`src/rtl/pc_register_rstack_pkg.sv`:
```
// pc_register_rstack_pkg
//   Shared definitions for the program-counter / return-stack slice:
//   decoded operation codes (listed in priority order, CLR highest) and a
//   constant clog2 helper used to size the stack-count port.
package pc_register_rstack_pkg;

  typedef enum logic [2:0] {
    OP_NONE,
    OP_CLR,
    OP_LOAD,
    OP_CALL,
    OP_RET,
    OP_INC,
    OP_DEC
  } pc_op_e;

  // Smallest r with 2**r >= v.
  function automatic int unsigned clog2(input int unsigned v);
    int unsigned r;
    r = 0;
    for (int unsigned p = 1; p < v; p = p << 1) r++;
    return r;
  endfunction

endpackage

```
`src/rtl/pc_register_rstack_return_stack.sv`:
```
// return_stack
//   DEPTH x W LIFO built from plain registers.
//   Ports:
//     clk_i, rst_ni     clock, async active-low reset (count only)
//     flush_i           empty the stack (highest priority)
//     push_i, pop_i     push push_data_i / drop top entry; ignored when full / empty
//     push_data_i       data to push
//     top_data_o        current top entry (don't-care when empty)
//     count_o           number of valid entries
//     full_o, empty_o   count_o == DEPTH / count_o == 0
module return_stack
  import pc_register_rstack_pkg::*;
#(
  parameter int unsigned W     = 12,
  parameter int unsigned DEPTH = 4,
  parameter int unsigned CW    = clog2(DEPTH + 1)
) (
  input  logic          clk_i,
  input  logic          rst_ni,
  input  logic          flush_i,
  input  logic          push_i,
  input  logic          pop_i,
  input  logic [W-1:0]  push_data_i,
  output logic [W-1:0]  top_data_o,
  output logic [CW-1:0] count_o,
  output logic          full_o,
  output logic          empty_o
);

  logic [W-1:0]  mem_q [DEPTH];
  logic [CW-1:0] count_q, count_d;

  assign full_o  = (count_q == CW'(DEPTH));
  assign empty_o = (count_q == '0);
  assign count_o = count_q;

  // Top entry lives at index count_q-1; searched so no out-of-range index.
  always_comb begin
    top_data_o = '0;
    for (int unsigned i = 0; i < DEPTH; i++) begin
      if (CW'(i + 1) == count_q) top_data_o = mem_q[i];
    end
  end

  always_comb begin
    count_d = count_q;
    if (flush_i)                count_d = '0;
    else if (push_i && !full_o) count_d = count_q + 1'b1;
    else if (pop_i && !empty_o) count_d = count_q - 1'b1;
  end

  always_ff @(posedge clk_i or negedge rst_ni) begin
    if (!rst_ni) count_q <= '0;
    else         count_q <= count_d;
  end

  // Storage contents are don't-care after reset, so no reset here.
  always_ff @(posedge clk_i) begin
    for (int unsigned i = 0; i < DEPTH; i++) begin
      if (!flush_i && push_i && !full_o && (CW'(i) == count_q)) mem_q[i] <= push_data_i;
    end
  end

endmodule

```
`src/rtl/pc_register_rstack.sv`:
```
// pc_register_rstack
//   Program counter with load / inc / dec / clear and CALL/RET through a
//   return-address stack. One op per cycle, priority CLR>LOAD>CALL>RET>INC>DEC.
//   Ports:
//     CLK, RST_N        clock, async active-low reset
//     inpData           load / call target
//     LOAD INC DEC CLR CALL RET   operation strobes
//     opData            registered PC
//     stkCount          valid stack entries; stkFull / stkEmpty derived from it
//     stkOvf, stkUnf    sticky: CALL while full / RET while empty
module pc_register_rstack
  import pc_register_rstack_pkg::*;
#(
  parameter int unsigned    W         = 12,
  parameter int unsigned    STEP      = 1,
  parameter int unsigned    DEPTH     = 4,
  parameter logic [W-1:0]   RESET_VAL = '0,
  localparam int unsigned   CW        = clog2(DEPTH + 1)
) (
  input  logic          CLK,
  input  logic          RST_N,
  input  logic [W-1:0]  inpData,
  input  logic          LOAD,
  input  logic          INC,
  input  logic          DEC,
  input  logic          CLR,
  input  logic          CALL,
  input  logic          RET,
  output logic [W-1:0]  opData,
  output logic [CW-1:0] stkCount,
  output logic          stkFull,
  output logic          stkEmpty,
  output logic          stkOvf,
  output logic          stkUnf
);

  localparam logic [W-1:0] STEP_W = W'(STEP);

  pc_op_e       op;
  logic [W-1:0] pc_q, pc_d;
  logic         ovf_q, ovf_d, unf_q, unf_d;
  logic         push, pop, flush;
  logic [W-1:0] top_data;

  always_comb begin
    op = OP_NONE;
    if      (CLR)  op = OP_CLR;
    else if (LOAD) op = OP_LOAD;
    else if (CALL) op = OP_CALL;
    else if (RET)  op = OP_RET;
    else if (INC)  op = OP_INC;
    else if (DEC)  op = OP_DEC;
  end

  always_comb begin
    pc_d  = pc_q;
    ovf_d = ovf_q;
    unf_d = unf_q;
    push  = 1'b0;
    pop   = 1'b0;
    flush = 1'b0;
    unique case (op)
      OP_CLR: begin
        pc_d  = RESET_VAL;
        ovf_d = 1'b0;
        unf_d = 1'b0;
        flush = 1'b1;
      end
      OP_LOAD: pc_d = inpData;
      OP_CALL: begin
        if (!stkFull) begin
          push = 1'b1;
          pc_d = inpData;
        end else begin
          ovf_d = 1'b1;
        end
      end
      OP_RET: begin
        if (!stkEmpty) begin
          pop  = 1'b1;
          pc_d = top_data;
        end else begin
          unf_d = 1'b1;
        end
      end
      OP_INC:  pc_d = pc_q + STEP_W;
      OP_DEC:  pc_d = pc_q - STEP_W;
      default: ;
    endcase
  end

  always_ff @(posedge CLK or negedge RST_N) begin
    if (!RST_N) begin
      pc_q  <= RESET_VAL;
      ovf_q <= 1'b0;
      unf_q <= 1'b0;
    end else begin
      pc_q  <= pc_d;
      ovf_q <= ovf_d;
      unf_q <= unf_d;
    end
  end

  return_stack #(
    .W    (W),
    .DEPTH(DEPTH),
    .CW   (CW)
  ) u_stack (
    .clk_i      (CLK),
    .rst_ni     (RST_N),
    .flush_i    (flush),
    .push_i     (push),
    .pop_i      (pop),
    .push_data_i(pc_q + STEP_W),
    .top_data_o (top_data),
    .count_o    (stkCount),
    .full_o     (stkFull),
    .empty_o    (stkEmpty)
  );

  assign opData = pc_q;
  assign stkOvf = ovf_q;
  assign stkUnf = unf_q;

endmodule
```
`config.mk`:
```
export PLATFORM = sky130hd
export DESIGN_NAME = pc_register_rstack
export DESIGN_NICKNAME = d
export VERILOG_FILES = /design/src/rtl/pc_register_rstack_pkg.sv /design/src/rtl/pc_register_rstack_return_stack.sv /design/src/rtl/pc_register_rstack.sv
export SDC_FILE = /design/constraint.sdc
export NUM_CORES = 1
export LEC_CHECK = 0
export BUFFER_PORTS_ARGS = -buffer_cell sky130_fd_sc_hd__buf_2
export CAP_MARGIN = 20
export CORE_ASPECT_RATIO = 1.4
export CORE_MARGIN = 2
export CORE_UTILIZATION = 55
export CTS_BUF_LIST = sky130_fd_sc_hd__clkbuf_8
export DETAILED_ROUTE_END_ITERATION = 7
export PLACE_DENSITY = 0.8
export SETUP_SLACK_MARGIN = 0.5
export SYNTH_ARGS = -nofsm -noshare
export SYNTH_HDL_FRONTEND = slang
export SYNTH_SLANG_ARGS = --single-unit
```
`constraint.sdc`:
```
create_clock -name CLK -period 2.3 [get_ports CLK]
set_input_delay 0.46 -clock CLK [delete_from_list [all_inputs] [get_ports CLK]]
set_output_delay 0.46 -clock CLK [all_outputs]
set_load 0.02 [all_outputs]
```
==> results of run 1 <==
-- per-stage QoR --
stage / total power [µW] / hold WS, ns / utilization (%)
6_report: 3330 / 0.0522 / 79.3
5_1_grt: 3460 / 0.0798 / 79.3
4_1_cts: 3230 / 0.0477 / 73.7
3_5_place_dp: 2090 / 0.423 / 65.5
3_3_place_gp: 2070 / 0.422 / 65.5
2_1_floorplan: 1860 / 0.164 / -
-- worst paths after layout --
| path | from | endpoint | depth (start not counted) |
|---|---|---|---|
| setup / recovery | opData[0]$_DFFE_PN0P_ | opData[10]$_DFFE_PN0P_ | 7 |
| setup reg to reg | opData[0]$_DFFE_PN0P_ | opData[10]$_DFFE_PN0P_ | 7 |
| max in group asynchronous | RST_N | opData[1]$_DFFE_PN0P_ | 1 |
| hold / removal | RST_N | u_stack.count_o[2]$_DFFE_PN0P_ | 1 |
| hold reg to reg | stkUnf$_DFFE_PN0P_ | stkUnf$_DFFE_PN0P_ | 2 |
| min in group CLK | inpData[5] | opData[5]$_DFFE_PN0P_ | 3 |
-- flip-flops by register name (all words and copies together), names as in the netlist --
name,count
u_stack.mem_q,48
u_stack.count_o,3
stkUnf,1
stkOvf,1
opData,12
-- power groups by stage --
stage	Clock (µW)	Sequential [µW]	Combinational (µW)
3_5_place_dp	0	1450	636
5_1_grt	1130	1450	883
6_report	1060	1440	828
3_3_place_gp	0	1450	623
2_1_floorplan	0	1460	401
4_1_cts	1080	1430	722
-- cell families (layout without fill, tap and decap cells) --
logic type,Yosys count,count (layout),share of synthesized area (%)
buf+inv,40,121,5.00
xor+xnor,11,11,2.83
fa+ha+maj,8,8,2.94
simple gates,100,100,14.7
flops,65,65,54.8
compound gates,92,92,19.7
-- routing by layer --
layer / vias to the layer above / wire length [µm] / track usage, %
met5: - / 0 / 0
met4: 0 / 356 / 14.6
met3: 28 / 581 / 5.29
met2: 160 / 5100 / 46.2
met1: 1448 / 3560 / 34.0
li1: 1356 / - / -
-- synthesized netlist by cell type (2+ instances only) --
cell	count	area, µm²
sky130_fd_sc_hd__edfxtp_1	48	1440
sky130_fd_sc_hd__a221o_1	7	70.1
sky130_fd_sc_hd__clkbuf_1	20	75.1
sky130_fd_sc_hd__a22o_1	2	17.5
sky130_fd_sc_hd__dfrtp_1	17	425
sky130_fd_sc_hd__o31ai_1	2	15.0
sky130_fd_sc_hd__nor2_1	26	97.6
sky130_fd_sc_hd__inv_1	14	52.6
sky130_fd_sc_hd__nor4_1	4	25.0
sky130_fd_sc_hd__o2111ai_1	2	17.5
sky130_fd_sc_hd__nand3_1	12	60.1
sky130_fd_sc_hd__xnor2_1	5	43.8
sky130_fd_sc_hd__and4_1	2	17.5
sky130_fd_sc_hd__o211ai_1	5	37.5
sky130_fd_sc_hd__o21a_1	2	15.0
sky130_fd_sc_hd__a21oi_1	11	55.1
sky130_fd_sc_hd__a221oi_1	11	96.3
sky130_fd_sc_hd__a31oi_1	3	18.8
sky130_fd_sc_hd__or4_1	2	15.0
sky130_fd_sc_hd__a211oi_1	3	22.5
sky130_fd_sc_hd__nand2_1	31	116
sky130_fd_sc_hd__buf_6	2	22.5
sky130_fd_sc_hd__nor4b_1	2	17.5
sky130_fd_sc_hd__o21ai_0	24	120
sky130_fd_sc_hd__nor3_1	8	40.0
sky130_fd_sc_hd__xor2_1	6	52.6
sky130_fd_sc_hd__a21o_1	2	15.0
sky130_fd_sc_hd__ha_1	8	100
sky130_fd_sc_hd__buf_2	4	20.0
sky130_fd_sc_hd__nand4_1	2	12.5
sky130_fd_sc_hd__o22ai_1	4	25.0
sky130_fd_sc_hd__and3_1	5	31.3
-- cell type report --
| class | instances | area [µm²] |
|---|---|---|
| clock buffer | 9 | 124 |
| inverter | 14 | 70.1 |
| timing repair buffer | 91 | 696 |
| clock inverter | 7 | 93.8 |
| multi-input combinational | 211 | 1730 |
| sequential | 65 | 1880 |
| fill | 339 | 1220 |
| tap | 70 | 87.6 |
-- critical path: cells and delay by family (launching register included) --
family | cells | cell delay (ns)
AOI/OAI and AO/OA | 3 | 0.55
adders and majority gates | 1 | 0.12
DFF | 1 | 0.42
and+or+nand+nor | 2 | 0.82
buffers and inverters | 1 | 0.07
-- timing repair --
action,in CTS,in global routing
gates resized for setup,34,57
buffers inserted,15,14
pin swaps,15,28
hold buffers,0,0
setup endpoints to repair,38,54
==> metrics.txt, run 1 <==
result of the run finished clean; post-route clock skew 0.0114 ns; final routed wire length divided by cell count 20.6 µm; share of async-settable or async-resettable flops after synthesis 26.2%; number of levels the H-tree was split into 3; Nets 420; post-synthesis instance area 3410 µm²; CP peak stage delay 0.45 ns; post-synthesis cell count 316; cell area reported after detailed placement 3870 µm²; RSZ-0062 raised after global routing yes; instance count after placement with tap cells included 422; Post-Route WL 9600 µm; DRT Pass-1 Iters 5; Tmin final 2.10 ns; Cell Rows 33; count of flip-flops with a built-in enable after synthesis 48; sequential cell fraction of total power 43.3%; global-route wire length before repair 14400 µm; ordered list of cells on the worst path inv_4, ha_4, or4b_4, or3_4, o41a_1, o21ai_1, o211ai_1; highest fanout seen on the critical path 4; Peak Freq 0.475 GHz; sum of overflow across all layers after global routing 0; clock latency reported for the late side of the worst-skew pair 0.34 ns; worst slew margin relative to its limit 69.1%; critical path endpoint category register; flops & latches, synth 65; number of buffers added on ports 38; sequential-to-total area share from yosys stat 54.8%; Slew Limit Fails 0; clock slew seen by the registers of the worst setup and hold paths 0.08 ns; Power Dens Cells 712 nW/µm²; top flip-flop cell by instance count after synthesis sky130_fd_sc_hd__edfxtp_1; Starting Density 57.7%; share of final-layout standard cells stronger than drive strength 1 44.8%; full die area 6850 µm²; RD Place Congestion 0.874; most frequent standard cell in the layout excluding fill and tap cells sky130_fd_sc_hd__edfxtp_1; horizontal extent of the die 70.5 µm; post-detailed-route via-to-cell ratio 6.41; Hold Vio Cnt, Final 0; floorplan core area 5900 µm²; largest net degree at the start of global routing 18; vertical die dimension 97.1 µm; final worst-path setup slack 0.196 ns; count of vias placed by the detailed router 2992; diodes inserted 0; count of clock tree sinks 65; Area Growth Syn to Fin 37.4%; switching component of the power 1000 µW; crit share post-route 91.5%; worst endpoint required time 2.52 ns; fin area 4680 µm²; Setup TNS Final 0 ns; initial DRC count 346; number of routed nets with antenna violations 0; dpl hpwl 6100 µm; combinational power share 24.9%; Clk network pwr share 31.8%; worst supply voltage drop on vdd 0.000524 V; CTS tree yes; post-synthesis area per instance 10.8 µm²; clk buf depth 2; vias in the first global route 2817; worst slack at placement 0.127 ns; commonest non-fill, non-tap cells in the layout sky130_fd_sc_hd__edfxtp_1, sky130_fd_sc_hd__buf_4, sky130_fd_sc_hd__buf_2; worst-case register-to-register setup slack 0.20 ns; cell with the largest stage delay on the worst path sky130_fd_sc_hd__or4b_4; total global routing track utilization 27.8%; worst min-delay path class in -> async; initial antenna violation count 0; leakage power of the design 0.00176 µW; max-capacitance violation count 0; type of the worst setup path reg -> reg; DRC violations left 0; pin slew with the least headroom to its limit 0.461 ns; non-filler cells in the finished layout 467; switching fraction of total power 30.1%; setup violators final 0; internal power of the cells 2330 µW; yosys synthesis warning count 0; Startpoint Class register; worst path arrival time 2.32 ns; count of pins on the block boundary 39; TritonCTS Buffers 9; number of distinct library cells after synthesis 52; clock tree root buffer cell sky130_fd_sc_hd__clkbuf_8; net count after synthesis 344
Note: power is estimated with default switching activity, not from simulation.
==> run 2: changes to the inputs <==
--- a/config.mk
+++ b/config.mk
@@ -13,6 +13,7 @@
 export CTS_BUF_LIST = sky130_fd_sc_hd__clkbuf_8
 export DETAILED_ROUTE_END_ITERATION = 7
 export PLACE_DENSITY = 0.8
+export RECOVER_POWER = 50
 export SETUP_SLACK_MARGIN = 0.5
 export SYNTH_ARGS = -nofsm -noshare
 export SYNTH_HDL_FRONTEND = slang
==> metrics.txt, run 2 (synthesis results as in run 1) <==
share of final-layout standard cells stronger than drive strength 1 38.3%; full die area 6850 µm²; total global routing track utilization 27.8%; diodes inserted 0; initial DRC count 294; clock latency reported for the late side of the worst-skew pair 0.34 ns; DRC violations left 0; Hold Vio Cnt, Final 0; largest net degree at the start of global routing 18; type of the worst setup path reg -> reg; Storage cell area 1870 µm²; count of vias placed by the detailed router 2995; floorplan core area 5900 µm²; Power Dens Cells 720 nW/µm²; worst supply voltage drop on vdd 0.000534 V; worst path arrival time 2.35 ns; crit share post-route 92.6%; Post-Route WL 9620 µm; worst-case register-to-register setup slack 0.17 ns; Startpoint Class register; ordered list of cells on the worst path inv_4, ha_1, or4b_4, or3_4, o41a_1, o21ai_1, o211ai_1; Starting Density 57.7%; horizontal extent of the die 70.5 µm; most flop-heavy register u_stack.mem_q; number of buffers added on ports 38; worst min-delay path class in -> async; clock slew seen by the registers of the worst setup and hold paths 0.08 ns; Nets 420; RD Place Congestion 0.874; CP peak stage delay 0.46 ns; worst endpoint required time 2.52 ns; Critical Path Start opData[0]$_DFFE_PN0P_; total power consumption of the routed design 3310 µW; count of pins on the block boundary 39; TritonCTS Buffers 9; clock tree root buffer cell sky130_fd_sc_hd__clkbuf_8; number of levels the H-tree was split into 3; flip-flop count of the largest register after layout 48; vias in the first global route 2817; fin area 4590 µm²; depth of the most critical reg-to-reg path 7; setup violators final 0; Setup TNS Final 0 ns; result of the run finished clean; global-route wire length before repair 14400 µm; FF-to-FF End opData[10]$_DFFE_PN0P_; final routed wire length divided by cell count 20.6 µm; post-detailed-route via-to-cell ratio 6.41; number of routed nets with antenna violations 0; vertical die dimension 97.1 µm; cell with the largest stage delay on the worst path sky130_fd_sc_hd__or4b_4; pin slew with the least headroom to its limit 1.08 ns; Peak Freq 0.470 GHz; CTS tree yes; Tmin final 2.13 ns; most frequent standard cell in the layout excluding fill and tap cells sky130_fd_sc_hd__edfxtp_1; number of filler cells placed in the layout 363; sum of overflow across all layers after global routing 0; cell area reported after detailed placement 3870 µm²; Cell Rows 33; commonest non-fill, non-tap cells in the layout sky130_fd_sc_hd__edfxtp_1, sky130_fd_sc_hd__buf_4, sky130_fd_sc_hd__nand2_1; leakage power of the design 0.00170 µW; Area Growth Syn to Fin 34.9%; worst slew margin relative to its limit 27.8%; final worst-path setup slack 0.170 ns; post-route clock skew 0.0103 ns; max-capacitance violation count 0; critical path endpoint category register; worst slack at placement 0.127 ns; quantity of hold-fixing buffers added after cts 0; Slew Limit Fails 0; dpl hpwl 6100 µm; area used by multi-input combinational logic 1690 µm²; clk buf depth 2; RSZ-0062 raised after global routing yes; startpoint of the most critical register-to-register path opData[0]$_DFFE_PN0P_; count of clock tree sinks 65; initial antenna violation count 0; highest fanout seen on the critical path 4; DRT Pass-1 Iters 5
run 2: cell types whose count changed in the layout (fill, tap and decap cells not counted), moves of 2 or more:
cell	previous run	this run
sky130_fd_sc_hd__xor2_2	2	0
sky130_fd_sc_hd__dfrtp_2	7	3
sky130_fd_sc_hd__clkbuf_1	0	15
sky130_fd_sc_hd__ha_1	1	3
sky130_fd_sc_hd__buf_2	36	25
sky130_fd_sc_hd__xor2_1	4	6
sky130_fd_sc_hd__buf_4	39	36
sky130_fd_sc_hd__dfrtp_1	10	14
run 2: layout make-up:
| class | instances | share of cell area [%] |
|---|---|---|
| Inverter | 14 | 1.53 |
| Tap cell | 70 | 1.91 |
| Clock buffer | 9 | 2.70 |
| Multi-Input combinational cell | 211 | 36.9 |
| Clock inverter | 7 | 2.04 |
| Sequential cell | 65 | 40.7 |
| Timing Repair Buffer | 91 | 14.2 |
run 2: per-layer routing:
layer / track usage [%] / share of wire (%) / up-vias
li1: - / - / 1361
met1: 34.0 / 38 / 1480
met2: 46.2 / 53 / 125
met3: 5.29 / 4.8 / 29
met4: 14.6 / 3.8 / 0
met5: 0 / 0 / -
run 2: through the flow:
| step | std cells | util, % | hold WS, ns |
|---|---|---|---|
| 5_1_grt | 467 | 77.8 | 0.380 |
| 6_report | 467 | 77.8 | 0.288 |
| 3_5_place_dp | 422 | 65.5 | 0.423 |
| 2_1_floorplan | 316 | - | 0.164 |
| 4_1_cts | 453 | 73.7 | 0.0477 |
| 3_3_place_gp | 422 | 65.5 | 0.422 |
run 2: power breakdown:
group          internal (µW)  switching, µW  total (µW)
clock network            610            456        1070
logic                    351            454         806
registers               1350           91.4        1440
run 2: worst max path at each step:
stage | to | slack, ns | cells past startpoint
4_1_cts | opData[9]$_DFFE_PN0P_ | 0.19 | 6
3_3_place_gp | opData[10]$_DFFE_PN0P_ | 0.19 | 7
6_report | opData[10]$_DFFE_PN0P_ | 0.17 | 7
5_1_grt | opData[10]$_DFFE_PN0P_ | 0.05 | 7
3_5_place_dp | opData[10]$_DFFE_PN0P_ | 0.13 | 7
2_1_floorplan | opData[10]$_DFFE_PN0P_ | 0.12 | 7
run 2: worst max-delay path, delay by kind of cell, from the launching register on:
family	cells	cell delay [ns]
simple gates	2	0.83
compound gates	3	0.55
flops	1	0.42
fa+ha+maj	1	0.16
buf+inv	1	0.06
run 2: timing repair:
| item | CTS | global route |
|---|---|---|
| resized for setup | 34 | 57 |
| pin swaps | 15 | 28 |
| endpoints found under the setup margin | 38 | 54 |
| setup buffers | 15 | 14 |
==> run 3: changes to the inputs <==
--- a/config.mk
+++ b/config.mk
@@ -12,6 +12,7 @@
 export CORE_UTILIZATION = 55
 export CTS_BUF_LIST = sky130_fd_sc_hd__clkbuf_8
 export DETAILED_ROUTE_END_ITERATION = 7
+export GPL_TIMING_DRIVEN = 0
 export PLACE_DENSITY = 0.8
 export RECOVER_POWER = 50
 export SETUP_SLACK_MARGIN = 0.5
==> metrics.txt, run 3 (synthesis results as in run 1) <==
Nets 454; max-capacitance violation count 0; internal power of the cells 2280 µW; cell with the largest stage delay on the worst path sky130_fd_sc_hd__nor4b_4; Area Growth Syn to Fin 47.9%; sum of overflow across all layers after global routing 0; floorplan core area 5900 µm²; Tmin final 2.23 ns; count of clock tree sinks 65; vertical die dimension 97.1 µm; non-filler cells in the finished layout 501; flip-flop count of the largest register after layout 48; final routed wire length divided by cell count 25.0 µm; vias in the first global route 3061; CP peak stage delay 0.47 ns; quantity of hold-fixing buffers added after cts 0; Startpoint Class register; full die area 6850 µm²; commonest non-fill, non-tap cells in the layout sky130_fd_sc_hd__edfxtp_1, sky130_fd_sc_hd__buf_4, sky130_fd_sc_hd__buf_2; CTS tree yes; result of the run finished clean; switching fraction of total power 32.9%; leakage power of the design 0.00194 µW; Post-Route WL 12500 µm; initial DRC count 445; clock tree root buffer cell sky130_fd_sc_hd__clkbuf_8; largest net degree at the start of global routing 18; Starting Density 57.7%; Power Dens Cells 674 nW/µm²; fin area 5040 µm²; Slew Limit Fails 0; ordered list of cells on the worst path buf_12, ha_4, ha_4, nor4b_4, buf_12, a221oi_2, a21oi_2, a221oi_2, o211ai_1; Clk network pwr share 29.3%; highest fanout seen on the critical path 6; clock latency reported for the late side of the worst-skew pair 0.36 ns; worst min-delay path class in -> async; RSZ-0062 raised after global routing yes; worst slew margin relative to its limit 27.3%; clock slew seen by the registers of the worst setup and hold paths 0.10 ns; count of vias placed by the detailed router 3382; TritonCTS Buffers 9; horizontal extent of the die 70.5 µm; total global routing track utilization 30.4%; final worst-path setup slack 0.0705 ns; number of levels the H-tree was split into 3; RD Place Congestion 0.886; worst slack at placement -0.149 ns; worst path arrival time 2.49 ns; number of routed nets with antenna violations 0; global-route wire length before repair 15700 µm; number of buffers added on ports 37; type of the worst setup path reg -> reg; post-route clock skew 0.0246 ns; final standard cell utilization of the core 85.3%; instance count after placement with tap cells included 423; DRC violations left 0; Peak Freq 0.449 GHz; switching component of the power 1120 µW; clk buf depth 2; cell area reported after detailed placement 3810 µm²; setup violators final 0; most flop-heavy register u_stack.mem_q; worst-case register-to-register setup slack 0.07 ns; crit share post-route 96.9%; DRT Pass-1 Iters 5; worst endpoint required time 2.56 ns; worst supply voltage drop on vdd 0.000522 V; combinational power share 29.5%; critical path endpoint category register; most frequent standard cell in the layout excluding fill and tap cells sky130_fd_sc_hd__edfxtp_1; initial antenna violation count 0; diodes inserted 0; Hold Vio Cnt, Final 0; pin slew with the least headroom to its limit 1.09 ns; share of final-layout standard cells stronger than drive strength 1 47.1%; total power consumption of the routed design 3400 µW; dpl hpwl 6070 µm; count of pins on the block boundary 39; Cell Rows 33; post-detailed-route via-to-cell ratio 6.75; sequential cell fraction of total power 41.2%
run 3: path summary, 6_finish.rpt:
| kind | from | endpoint | depth (start not counted) |
|---|---|---|---|
| hold / removal | RST_N | stkUnf$_DFFE_PN0P_ | 1 |
| setup reg to reg | u_stack.count_o[1]$_DFFE_PN0P_ | opData[6]$_DFFE_PN0P_ | 9 |
| setup / recovery | u_stack.count_o[1]$_DFFE_PN0P_ | opData[6]$_DFFE_PN0P_ | 9 |
| max in group asynchronous | RST_N | opData[1]$_DFFE_PN0P_ | 1 |
| hold reg to reg | stkUnf$_DFFE_PN0P_ | stkUnf$_DFFE_PN0P_ | 2 |
| min in group CLK | inpData[5] | opData[5]$_DFFE_PN0P_ | 3 |
run 3: cell type report:
class | count | area [µm²]
fill | 263 | 866
tap | 70 | 87.6
timing repair buffer | 99 | 807
inverter | 14 | 73.8
sequential | 65 | 1880
multi-input combinational | 211 | 1760
clock buffer | 9 | 124
clock inverter | 7 | 70.1
buffer | 26 | 240
run 3: per-layer routing:
layer	vias to the layer above	wire length [µm]	GRT usage [%]
met4	0	710	17.8
li1	1425	-	-
met5	-	0	0
met2	246	6430	50.1
met1	1644	4310	37.6
met3	67	1060	4.46
run 3: what timing repair did:
action	in CTS	in global routing
endpoints found under the setup margin	59	64
buffers inserted	30	28
cloned	2	2
resized for setup	62	51
pin swaps	25	34
run 3: worst max-delay path, delay by kind of cell (launching register included):
family,cells,cell delay [ns]
AOI/OAI and AO/OA,4,0.57
and+or+nand+nor,1,0.47
DFF,1,0.44
adders and majority gates,2,0.34
buffers and inverters,2,0.31
run 3: through the flow:
stage / hold slack (ns) / setup TNS (ns)
2_1_floorplan: 0.164 / 0
3_3_place_gp: 0.421 / -0.365
3_5_place_dp: 0.433 / -0.436
4_1_cts: 0.0455 / 0
5_1_grt: 0.338 / -0.0495
6_report: 0.270 / 0
run 3: power groups by stage:
stage / clock network (µW) / logic (µW) / registers (µW)
global placement: 0 / 622 / 1420
finish: 995 / 1000 / 1400
CTS: 966 / 823 / 1390
global route: 1040 / 1040 / 1410
detailed placement: 0 / 635 / 1420
floorplan: 0 / 401 / 1460
